## src/rtl/ram_access_arbiter.sv

```systemverilog
// Round-robin access controller for a single-port 256x8 command-driven RAM.
// Expands each granted read/write transaction into the RAM's 10-bit command sequence.
module ram_access_arbiter #(
  parameter int TIMEOUT = 4
) (
  input  logic       clk,
  input  logic       rst_n,
  input  logic [1:0] req,
  input  logic [1:0] we,
  input  logic [7:0] addr0,
  input  logic [7:0] addr1,
  input  logic [7:0] wdata0,
  input  logic [7:0] wdata1,
  output logic [1:0] ack,
  output logic [7:0] rdata,
  output logic       err,
  output logic       busy,
  output logic [9:0] ram_din,
  output logic       ram_rx_valid,
  input  logic [7:0] ram_dout,
  input  logic       ram_tx_valid
);

  localparam logic [2:0] S_IDLE   = 3'd0;
  localparam logic [2:0] S_W_ADDR = 3'd1;
  localparam logic [2:0] S_W_DATA = 3'd2;
  localparam logic [2:0] S_R_ADDR = 3'd3;
  localparam logic [2:0] S_R_CMD  = 3'd4;
  localparam logic [2:0] S_R_WAIT = 3'd5;
  localparam logic [2:0] S_DONE   = 3'd6;

  localparam logic [3:0] CNT_LAST = 4'(TIMEOUT - 1);

  logic [2:0] state;
  logic       gnt;
  logic       prio;
  logic       tout;
  logic [3:0] cnt;
  logic [7:0] rdata_q;
  logic [7:0] t_addr;
  logic [7:0] t_wdata;
  logic       sel;
  logic       grant_now;

  // prio names the requester that wins the next contention; a cleared
  // pointer therefore favours requester 0 after reset.
  always_comb begin
    sel       = (req == 2'b11) ? prio : req[1];
    grant_now = (state == S_IDLE) && (req != 2'b00);
  end

  always_ff @(posedge clk) begin
    if (!rst_n) begin
      state   <= S_IDLE;
      gnt     <= 1'b0;
      prio    <= 1'b0;
      tout    <= 1'b0;
      cnt     <= 4'd0;
      rdata_q <= 8'h00;
    end else begin
      case (state)
        S_IDLE: begin
          if (grant_now) begin
            gnt   <= sel;
            prio  <= ~sel;
            tout  <= 1'b0;
            state <= we[sel] ? S_W_ADDR : S_R_ADDR;
          end
        end
        S_W_ADDR: state <= S_W_DATA;
        S_W_DATA: state <= S_DONE;
        S_R_ADDR: state <= S_R_CMD;
        S_R_CMD: begin
          cnt   <= 4'd0;
          state <= S_R_WAIT;
        end
        S_R_WAIT: begin
          if (ram_tx_valid) begin
            rdata_q <= ram_dout;
            state   <= S_DONE;
          end else if (cnt == CNT_LAST) begin
            rdata_q <= 8'h00;
            tout    <= 1'b1;
            state   <= S_DONE;
          end else begin
            cnt <= cnt + 4'd1;
          end
        end
        S_DONE:  state <= S_IDLE;
        default: state <= S_IDLE;
      endcase
    end
  end

  // Transaction fields are captured only at grant and held for the whole transaction.
  always_ff @(posedge clk) begin
    if (grant_now) begin
      t_addr  <= sel ? addr1 : addr0;
      t_wdata <= sel ? wdata1 : wdata0;
    end
  end

  always_comb begin
    ack          = 2'b00;
    err          = 1'b0;
    ram_din      = 10'h000;
    ram_rx_valid = 1'b0;
    case (state)
      S_W_ADDR: begin
        ram_din      = {2'b00, t_addr};
        ram_rx_valid = 1'b1;
      end
      S_W_DATA: begin
        ram_din      = {2'b01, t_wdata};
        ram_rx_valid = 1'b1;
      end
      S_R_ADDR: begin
        ram_din      = {2'b10, t_addr};
        ram_rx_valid = 1'b1;
      end
      S_R_CMD: begin
        ram_din      = {2'b11, 8'h00};
        ram_rx_valid = 1'b1;
      end
      S_DONE: begin
        ack = gnt ? 2'b10 : 2'b01;
        err = tout;
      end
      default: ;
    endcase
  end

  assign busy  = (state != S_IDLE);
  assign rdata = rdata_q;

endmodule
```

## config.mk

```make
export PLATFORM = sky130hd
export DESIGN_NAME = ram_access_arbiter
export DESIGN_NICKNAME = d
export VERILOG_FILES = /design/src/rtl/ram_access_arbiter.sv
export SDC_FILE = /design/constraint.sdc
export NUM_CORES = 1
export LEC_CHECK = 0
export CORE_MARGIN = 1
export CORE_UTILIZATION = 40
export CTS_BUF_LIST = sky130_fd_sc_hd__clkbuf_4
export DETAILED_ROUTE_END_ITERATION = 6
export PLACE_DENSITY_LB_ADDON = 0.12
export SLEW_MARGIN = 20
export SYNTH_ARGS = -nofsm -noshare
export SYNTH_HDL_FRONTEND = slang
export SYNTH_SLANG_ARGS = --single-unit
```

## constraint.sdc

```tcl
create_clock -name clk -period 1.81 [get_ports clk]
set_input_delay 0.362 -clock clk [delete_from_list [all_inputs] [get_ports clk]]
set_output_delay 0.362 -clock clk [all_outputs]
set_load 0.01 [all_outputs]
```

==> impl_metrics.tcl, run 1 <==
set metrics [dict create \
    outcome "completed" \
    setup_slack_ns 0.04216 \
    diodes 0 \
    synthMuxAreaShare_pct 12.66 \
    setup_viol 0 \
    synth-compound-area-share_pct 15.09 \
    rr_startpoint "state[0]$_SDFFE_PN0P_" \
    insertion_delay_ns 0.34 \
    cp_max_fo 8 \
    ir_worst_vdd_mv 0.4535 \
    r2r_cells 5 \
    synth.most_common_cell "nor2_1" \
    rsz0062_at_grt "true" \
    drt-total-wl_um 4099 \
    place_inst 265 \
    final_nets 273 \
    antenna_found_initial 0 \
    worstPathRequired_ns 1.45 \
    synth_cell_type_count 37 \
    core-area_mm2 0.003744 \
    dp.final_hpwl_um 2996 \
    dpl_cell_area_mm2 0.002430 \
    finalNonFillerCells 274 \
    ant_nets 0 \
    cts_tree "yes" \
    synth_edf_count 16 \
    tightest_slew_ns 0.3568 \
    p_total_w 0.002253 \
    synthArstFlopShare_pct 0 \
    cts_buffers 5 \
    place_worst_setup_slack_ns -0.04119 \
    clkSinkCount 34 \
    firstDrtPassIters 4 \
    die_w_um 65.08 \
    grt_overflow_total 0 \
    synthToLayoutAreaGrowth_pct 55.03 \
    yosysTopAreaCell "edfxtp_1" \
    synth-xor-area-share_pct 1.101 \
    htree_levels 2 \
    hp-class "reg2reg" \
    arrival_ns 1.41 \
    drc 0 \
    synth_fp_nets 189 \
    fp.dieH_um 65.08 \
    fmax_mhz 565.7 \
    vias_per_cell 5.172 \
    drv_cap 0 \
    cts_root_buf "clkbuf_4" \
    final_util_pct 65.91 \
    r2r_slack_ns 0.15 \
    yosysWarningCount 0 \
    synth.cell_area_mm2 0.001592 \
    wl_per_cell_um 14.96 \
    fillers 316 \
    initial_core_util_pct 42.51 \
    synth_top_family_by_area "compound AO/OA/AOI/OAI gates" \
    cts_setup_buffers 0 \
    grt_pass1_vias 1447 \
    startpoint "state[0]$_SDFFE_PN0P_" \
    grt_max_degree 19 \
    syn_area_per_cell_um2 11.29 \
    drive_gt1_share_pct 28.76 \
    criticalPathCategory "reg2out" \
    total_leakage_power_nw 0.9731 \
    finalHoldViolCount 0 \
    synth_adder_area_share_pct 0.7862 \
    initialDrtViolationCount 77 \
    synthSimpleGateAreaFrac_pct 14.86 \
    endpoint "busy" \
    ys_seq_area_share_pct 52.83 \
    reg2reg_to "t_wdata[6]$_DFFE_PP_" \
    slew_violations 0 \
    portBuffers 69 \
    endpoint_kind "output pin" \
    grt_pass1_wl_um 6851 \
    synth_top_flop_cell "dfxtp_1" \
    p_per_area_mw_per_mm2 913.2 \
    netlist_instances 141 \
    synth-seq-cells 34 \
    synth_common_cells "nor2_1, dfxtp_1, mux2_2" \
    rows 22 \
    max-clock-path-buffers 2 \
    post-route-period-util_pct 97.67 \
    final_cell_area_mm2 0.002467 \
    clkTransAtPathRegs_ns 0.10 \
    dieArea_mm2 0.004235 \
    vias 1417 \
    finalClockSkew_ns 0.005549 \
    synth.top_cell.area_share_pct 30.19 \
    period_needed_ns 1.768 \
    routabilityCongestion 0.8583 \
    maxSlewHeadroom_pct 76.11 \
    grt_usage_pct 21.82 \
    synth_area_leaders "edfxtp_1, dfxtp_1, mux2_2, nor2_1, a22o_1" \
    cp-start-kind "flop" \
    ios 70 \
]
==> kinds of logic (layout without fill, tap and decap cells) <==
kind of cell | after synthesis | count (layout)
buffers and inverters | 8 | 93
multiplexers | 18 | 18
flip-flops | 34 | 34
AND/OR/NAND/NOR | 45 | 45
AO/OA/AOI/OAI | 33 | 33
XOR/XNOR | 2 | 2
adder cells (fa/ha/maj) | 1 | 1
==> metrics by stage <==
| stage | hold WS [ns] | setup TNS (ns) |
|---|---|---|
| final | 0.4852 | 0 |
| after global routing | 0.4982 | -0.01109 |
| after CTS | 0.4883 | -0.1069 |
| after detailed placement | 0.4614 | -0.5207 |
| after global placement | 0.4567 | -0.3550 |
| after floorplan | 0.4665 | 0 |
==> cell type report <==
class / count / area [um2] / share of cell area, %
sequential: 34 / 849.6 / 34.43
clock inverter: 2 / 10.01 / 0.4057
timing repair buffer: 83 / 764.5 / 30.98
tap: 48 / 60.06 / 2.434
inverter: 2 / 7.507 / 0.3043
clock buffer: 6 / 45.04 / 1.826
multi-input combinational: 99 / 730.7 / 29.61
==> worst max-delay path, stage by stage (launching register included) <==
cell      delay, ns
dfxtp_4        0.38
buf_4          0.17
or3_4          0.38
clkbuf_2       0.14
==> state kept, by name (all words and copies together), names as in the netlist <==
name	count
rdata	8
t_addr	8
t_wdata	8
cnt	4
state	3
gnt	1
prio	1
tout	1
==> placed cells by master (no fill, tap or decap), drive strengths merged <==
cell and count:
inv 2, a22o 8, o211ai 1, clkdlybuf4s50 54
edfxtp 16, o21a 2, dlygate4sd2 3, mux2i 1
nand2 8, o31ai 1, or3 4, o21ai 6
ha 1, dfxtp 18, a21oi 5, and2 1
mux2 17, nand2b 1, nand3b 1, buf 23
nor2 21, clkinv 2, nor3b 1, nor2b 2
a211oi 1, xnor2 2, o22ai 1, and3 2
nand4 1, nor3 3, clkbuf 9, a22oi 8
==> power breakdown <==
group | total, W | switching, W | internal [W]
logic | 0.000811 | 0.000374 | 0.000437
clock network | 0.000426 | 0.000263 | 0.000163
registers | 0.00102 | 0.0000708 | 0.000945
==> worst min path at each step <==
stage / start / end / slack (ns) / cells past startpoint
finish: rdata[3]$_SDFFE_PN0P_ / rdata[3]$_SDFFE_PN0P_ / 0.49 / 1
global route: rdata[3]$_SDFFE_PN0P_ / rdata[3]$_SDFFE_PN0P_ / 0.50 / 1
CTS: rdata[3]$_SDFFE_PN0P_ / rdata[3]$_SDFFE_PN0P_ / 0.49 / 1
detailed placement: rdata[2]$_SDFFE_PN0P_ / rdata[2]$_SDFFE_PN0P_ / 0.46 / 1
global placement: rdata[6]$_SDFFE_PN0P_ / rdata[6]$_SDFFE_PN0P_ / 0.46 / 1
floorplan: cnt[3]$_SDFFE_PN0P_ / cnt[3]$_SDFFE_PN0P_ / 0.47 / 2
==> layer usage <==
metal  GRT usage, %  up-vias  share of wire (%)
li1               -      688                  -
met1          25.86      677                 43
met2          38.41       46                 51
met3          5.634        6                4.6
met4          6.522        0                1.2
met5              0        -                  0
==> timing repair <==
action | CTS | global route
endpoints found under the hold margin | 0 | 0
gates cloned | 1 | 0
resized for setup | 48 | 15
pin swaps | 0 | 2
hold buffers | 0 | 0
endpoints found under the setup margin | 15 | 10
Note: power is estimated with default switching activity, not from simulation.
==> run 2, diff against run 1 <==
Settings changed: PLACE_DENSITY set to 0.77, PLACE_DENSITY_LB_ADDON 0.12 to not set, SLEW_MARGIN 20 to not set, TNS_END_PERCENT set to 5.
==> run 2 against run 1 <==
Against the previous run:
- non-clock buffer count increased by 3
- the flow now finishes with violations (negative setup slack)
- cell area rose by 0.81%
- core utilization grew 0.53 points
- global-route usage decreased by 0.90 points
- critical endpoint is now ram_din[9]
- first-iteration DRC count down 51%
==> impl_metrics.tcl, run 2 (synthesis results as in run 1) <==
set metrics [dict create \
    final_common_cell "clkdlybuf4s50_1" \
    criticalPathCategory "reg2out" \
    synthToLayoutAreaGrowth_pct 56.29 \
    final_nets 276 \
    routabilityCongestion 0.7697 \
    dieArea_mm2 0.004235 \
    grt_pass1_vias 1440 \
    grt_overflow_total 0 \
    drt-total-wl_um 4106 \
    cts_root_buf "clkbuf_4" \
    failed_checks "negative setup slack" \
    wl_per_cell_um 14.82 \
    grt_usage_pct 20.93 \
    diodes 0 \
    post-route-period-util_pct 100.1 \
    finalNonFillerCells 277 \
    max-clock-path-buffers 2 \
    drc 0 \
    hold_ws_ns 0.4858 \
    outcome "finished, violations left" \
    slew_violations 0 \
    maxSlewHeadroom_pct 64.76 \
    fmax_mhz 552.1 \
    antenna_found_initial 0 \
    finalHoldViolCount 0 \
    cts_buffers 5 \
    hp-class "reg2reg" \
    clkSinkCount 34 \
    finalClockSkew_ns 0.008703 \
    setup_viol 1 \
    dp.final_hpwl_um 3071 \
    cp-start-kind "flop" \
    drv_cap 0 \
    ant_nets 0 \
    firstDrtPassIters 4 \
    grt_max_degree 19 \
    ios 70 \
    tightest_slew_ns 0.5274 \
    cp_max_fo 7 \
    vias_per_cell 5.224 \
    initialDrtViolationCount 38 \
    p_per_area_mw_per_mm2 901.6 \
    worstPathRequired_ns 1.45 \
    grt_pass1_wl_um 6665 \
    place_worst_setup_slack_ns -0.1217 \
    die_w_um 65.08 \
    drive_gt1_share_pct 29.69 \
    place_inst 268 \
    insertion_delay_ns 0.34 \
    layout_common_cells "clkdlybuf4s50_1, nor2_1, mux2_2" \
    setup-tns-final_ns -0.001112 \
    cts_setup_buffers 0 \
    setup_slack_ns -0.001112 \
    hold_buffers 0 \
    rows 22 \
    ir_worst_vdd_mv 0.4522 \
    period_needed_ns 1.811 \
    arrival_ns 1.45 \
    htree_levels 2 \
    clkTransAtPathRegs_ns 0.10 \
    fp.dieH_um 65.08 \
    initial_core_util_pct 42.51 \
    total_leakage_power_nw 0.9742 \
    p_total_w 0.002243 \
    cts_tree "yes" \
    core-area_mm2 0.003744 \
    endpoint_kind "output pin" \
    vias 1447 \
    rsz0062_at_grt "true" \
    portBuffers 69 \
]
## run 2: cell types whose count changed in the layout (fill, tap and decap cells not counted), sizes merged
cell,change
clkinv,-2
buf,-1
dlygate4sd2,-1
clkdlybuf4s15,+4
clkbuf,+3
## run 2: layer usage
layer | share of wire, % | vias to the layer above | track usage [%] | routed length (um)
li1 | - | 699 | - | -
met5 | 0 | - | 0 | 0
met2 | 53 | 48 | 37.37 | 2166
met1 | 41 | 691 | 23.76 | 1700
met3 | 4.7 | 9 | 5.810 | 195
met4 | 1.1 | 0 | 7.065 | 44
## run 2: worst paths after layout
path                                             from                     to  slack (ns)  cells after the start
worst min-delay path            rdata[4]$_SDFFE_PN0P_  rdata[4]$_SDFFE_PN0P_        0.49                      1
worst max-delay path            state[0]$_SDFFE_PN0P_             ram_din[9]      -0.001                      5
worst min register to register  rdata[4]$_SDFFE_PN0P_  rdata[4]$_SDFFE_PN0P_        0.49                      1
worst max register to register  state[0]$_SDFFE_PN0P_      prio$_SDFFE_PN0P_        0.06                      5
## run 2: critical path, stage by stage, from the launching register on
cell             delay (ns)
dfxtp_2                0.36
buf_4                  0.17
nor2_2                 0.17
nand2_1                0.09
o21ai_0                0.09
clkdlybuf4s15_2        0.24
## run 2: layout make-up
cell class | instances | area (um2)
timing repair buffer | 86 | 792.0
tap | 48 | 60.06
sequential | 34 | 844.6
inverter | 2 | 7.507
clock buffer | 8 | 60.06
fill | 312 | 1256
multi-input combinational | 99 | 723.2
## run 2: repair_timing
item | in CTS | in global routing
endpoints found under the setup margin | 15 | 13
gates resized for setup | 47 | 9
gates cloned | 1 | 0
pin swaps | 0 | 0
## run 2: metrics by stage
step           util [%]  cell area [um2]
4_1_cts           67.11             2512
6_report          66.44             2487
5_1_grt           66.44             2487
2_1_floorplan         -             1592
3_3_place_gp      65.17             2440
3_5_place_dp      65.17             2440
## run 2: power breakdown
group | internal [W] | leakage [nW] | switching (W)
sequential | 0.000944 | 0.300 | 0.0000612
clock | 0.000200 | 0.0368 | 0.000250
combinational | 0.000415 | 0.637 | 0.000373
total | 0.00156 | 0.974 | 0.000684
==> run 3, diff against run 2 <==
Settings changed: CORE_MARGIN 1 to not set, CTS_BUF_LIST sky130_fd_sc_hd__clkbuf_4 to sky130_fd_sc_hd__clkbuf_8.
Clock period 1.81 ns to 2.3 ns, I/O delays scaled along.
==> run 3 against run 2 <==
Against the previous run:
- the flow now finishes without violations
- cell area down 0.75%
- final cell count shrank 4.0%
- worst hold slack worse by 0.011 ns
- clock power decreased by 4%
- setup slack better by 0.11 ns
- largest cell class unchanged
==> impl_metrics.tcl, run 3 (synthesis results as in run 1) <==
set metrics [dict create \
    setup-tns-final_ns 0 \
    die_w_um 65.08 \
    diodes 0 \
    hold_ws_ns 0.4752 \
    fp.dieH_um 65.08 \
    dp.final_hpwl_um 2931 \
    grt_pass1_vias 1319 \
    p_switching_w 0.0005202 \
    final_nets 265 \
    clkTransAtPathRegs_ns 0.07 \
    rsz0062_at_grt "false" \
    ir_worst_vdd_mv 0.3760 \
    firstDrtPassIters 4 \
    final_common_cell "clkdlybuf4s50_1" \
    wl_per_cell_um 14.11 \
    p_sw_share_pct 28.36 \
    hold_buffers 0 \
    cts_root_buf "clkbuf_8" \
    insertion_delay_ns 0.28 \
    cts_tree "yes" \
    post-route-period-util_pct 95.13 \
    pwr-share-seq_pct 44.1 \
    p_comb_share_pct 32.2 \
    drv_cap 0 \
    antenna_found_initial 0 \
    cp_max_fo 9 \
    rows 22 \
    cp-start-kind "flop" \
    worstPathRequired_ns 1.84 \
    tightest_slew_ns 0.3200 \
    fmax_mhz 457.0 \
    finalClockSkew_ns 0.005898 \
    criticalPathCategory "reg2out" \
    drc 0 \
    htree_levels 2 \
    p_int_w 0.001314 \
    slew_violations 0 \
    setup_viol 0 \
    p_per_area_mw_per_mm2 743.1 \
    grt_usage_pct 19.12 \
    initial_core_util_pct 42.51 \
    maxSlewHeadroom_pct 78.57 \
    dieArea_mm2 0.004235 \
    ios 70 \
    clkSinkCount 34 \
    cts_buffers 5 \
    total_leakage_power_nw 0.9479 \
    finalHoldViolCount 0 \
    outcome "completed" \
    grt_pass1_wl_um 6044 \
    endpoint_kind "output pin" \
    grt_overflow_total 0 \
    pwr-share-clk_pct 23.7 \
    max-clock-path-buffers 2 \
    core-area_mm2 0.003744 \
    ant_nets 0 \
    arrival_ns 1.73 \
    synthToLayoutAreaGrowth_pct 55.11 \
    routabilityCongestion 0.7992 \
    hp-class "reg2reg" \
    vias 1361 \
    grt_max_degree 17 \
    initialDrtViolationCount 53 \
    vias_per_cell 5.117 \
    layout_common_cells "clkdlybuf4s50_1, nor2_1, mux2_2" \
    portBuffers 69 \
    drt-total-wl_um 3752 \
    period_needed_ns 2.188 \
    drive_gt1_share_pct 18.35 \
]
## run 3: final cells by class
cell class	count	area, um2
Clock buffer	6	82.58
Clock inverter	2	7.507
Fill cell	300	1275
Inverter	2	7.507
Multi-Input combinational cell	99	710.7
Sequential cell	34	847.1
Tap cell	48	60.06
Timing Repair Buffer	75	753.2
## run 3: power groups by stage
stage	clock network [W]	logic (W)	registers (W)
6_report	0.000434	0.000590	0.000810
3_5_place_dp	0	0.000591	0.000819
4_1_cts	0.000445	0.000595	0.000808
3_3_place_gp	0	0.000577	0.000813
2_1_floorplan	0	0.000319	0.000781
5_1_grt	0.000480	0.000636	0.000821
## run 3: per-stage QoR
stage | setup slack, ns | area (um2) | power, W | util (%) | std cells
floorplan | 0.7380 | 1592 | 0.001099 | - | 141
global placement | 0.2427 | 2365 | 0.001391 | 63.17 | 258
detailed placement | 0.2332 | 2365 | 0.001410 | 63.17 | 258
CTS | 0.004220 | 2456 | 0.001847 | 65.61 | 266
global route | 0.01943 | 2469 | 0.001936 | 65.94 | 266
finish | 0.1120 | 2469 | 0.001834 | 65.94 | 266
## run 3: metal layers
| layer | vias up | track usage [%] | part of all wire [%] |
|---|---|---|---|
| met5 | - | 0 | 0 |
| met4 | 0 | 6.250 | 0.16 |
| met3 | 2 | 6.866 | 4.5 |
| met2 | 39 | 31.25 | 53 |
| met1 | 646 | 23.26 | 43 |
| li1 | 674 | - | - |
## run 3: path summary, 6_finish.rpt
path                               from  depth (start not counted)  slack, ns                    end
hold / removal    rdata[6]$_SDFFE_PN0P_                          1       0.48  rdata[6]$_SDFFE_PN0P_
setup / recovery  state[1]$_SDFFE_PN0P_                          5       0.11             ram_din[3]
hold reg to reg   rdata[6]$_SDFFE_PN0P_                          1       0.48  rdata[6]$_SDFFE_PN0P_
setup reg to reg  state[0]$_SDFFE_PN0P_                          4       0.52    t_addr[7]$_DFFE_PP_
## run 3: worst max-delay path: stages, from the launching register on
cell and delay, ns:
dfxtp_4 0.39, nor2b_2 0.16, buf_4 0.17, a22oi_1 0.08, nor2_1 0.10, clkdlybuf4s50_1 0.55
## run 3: repair_timing
| item | 4_1_cts | 5_1_grt |
|---|---|---|
| buffers inserted | 0 | 0 |
| resized for setup | 1 | 6 |
| cloned | 0 | 0 |
| endpoints found under the setup margin | 10 | 14 |
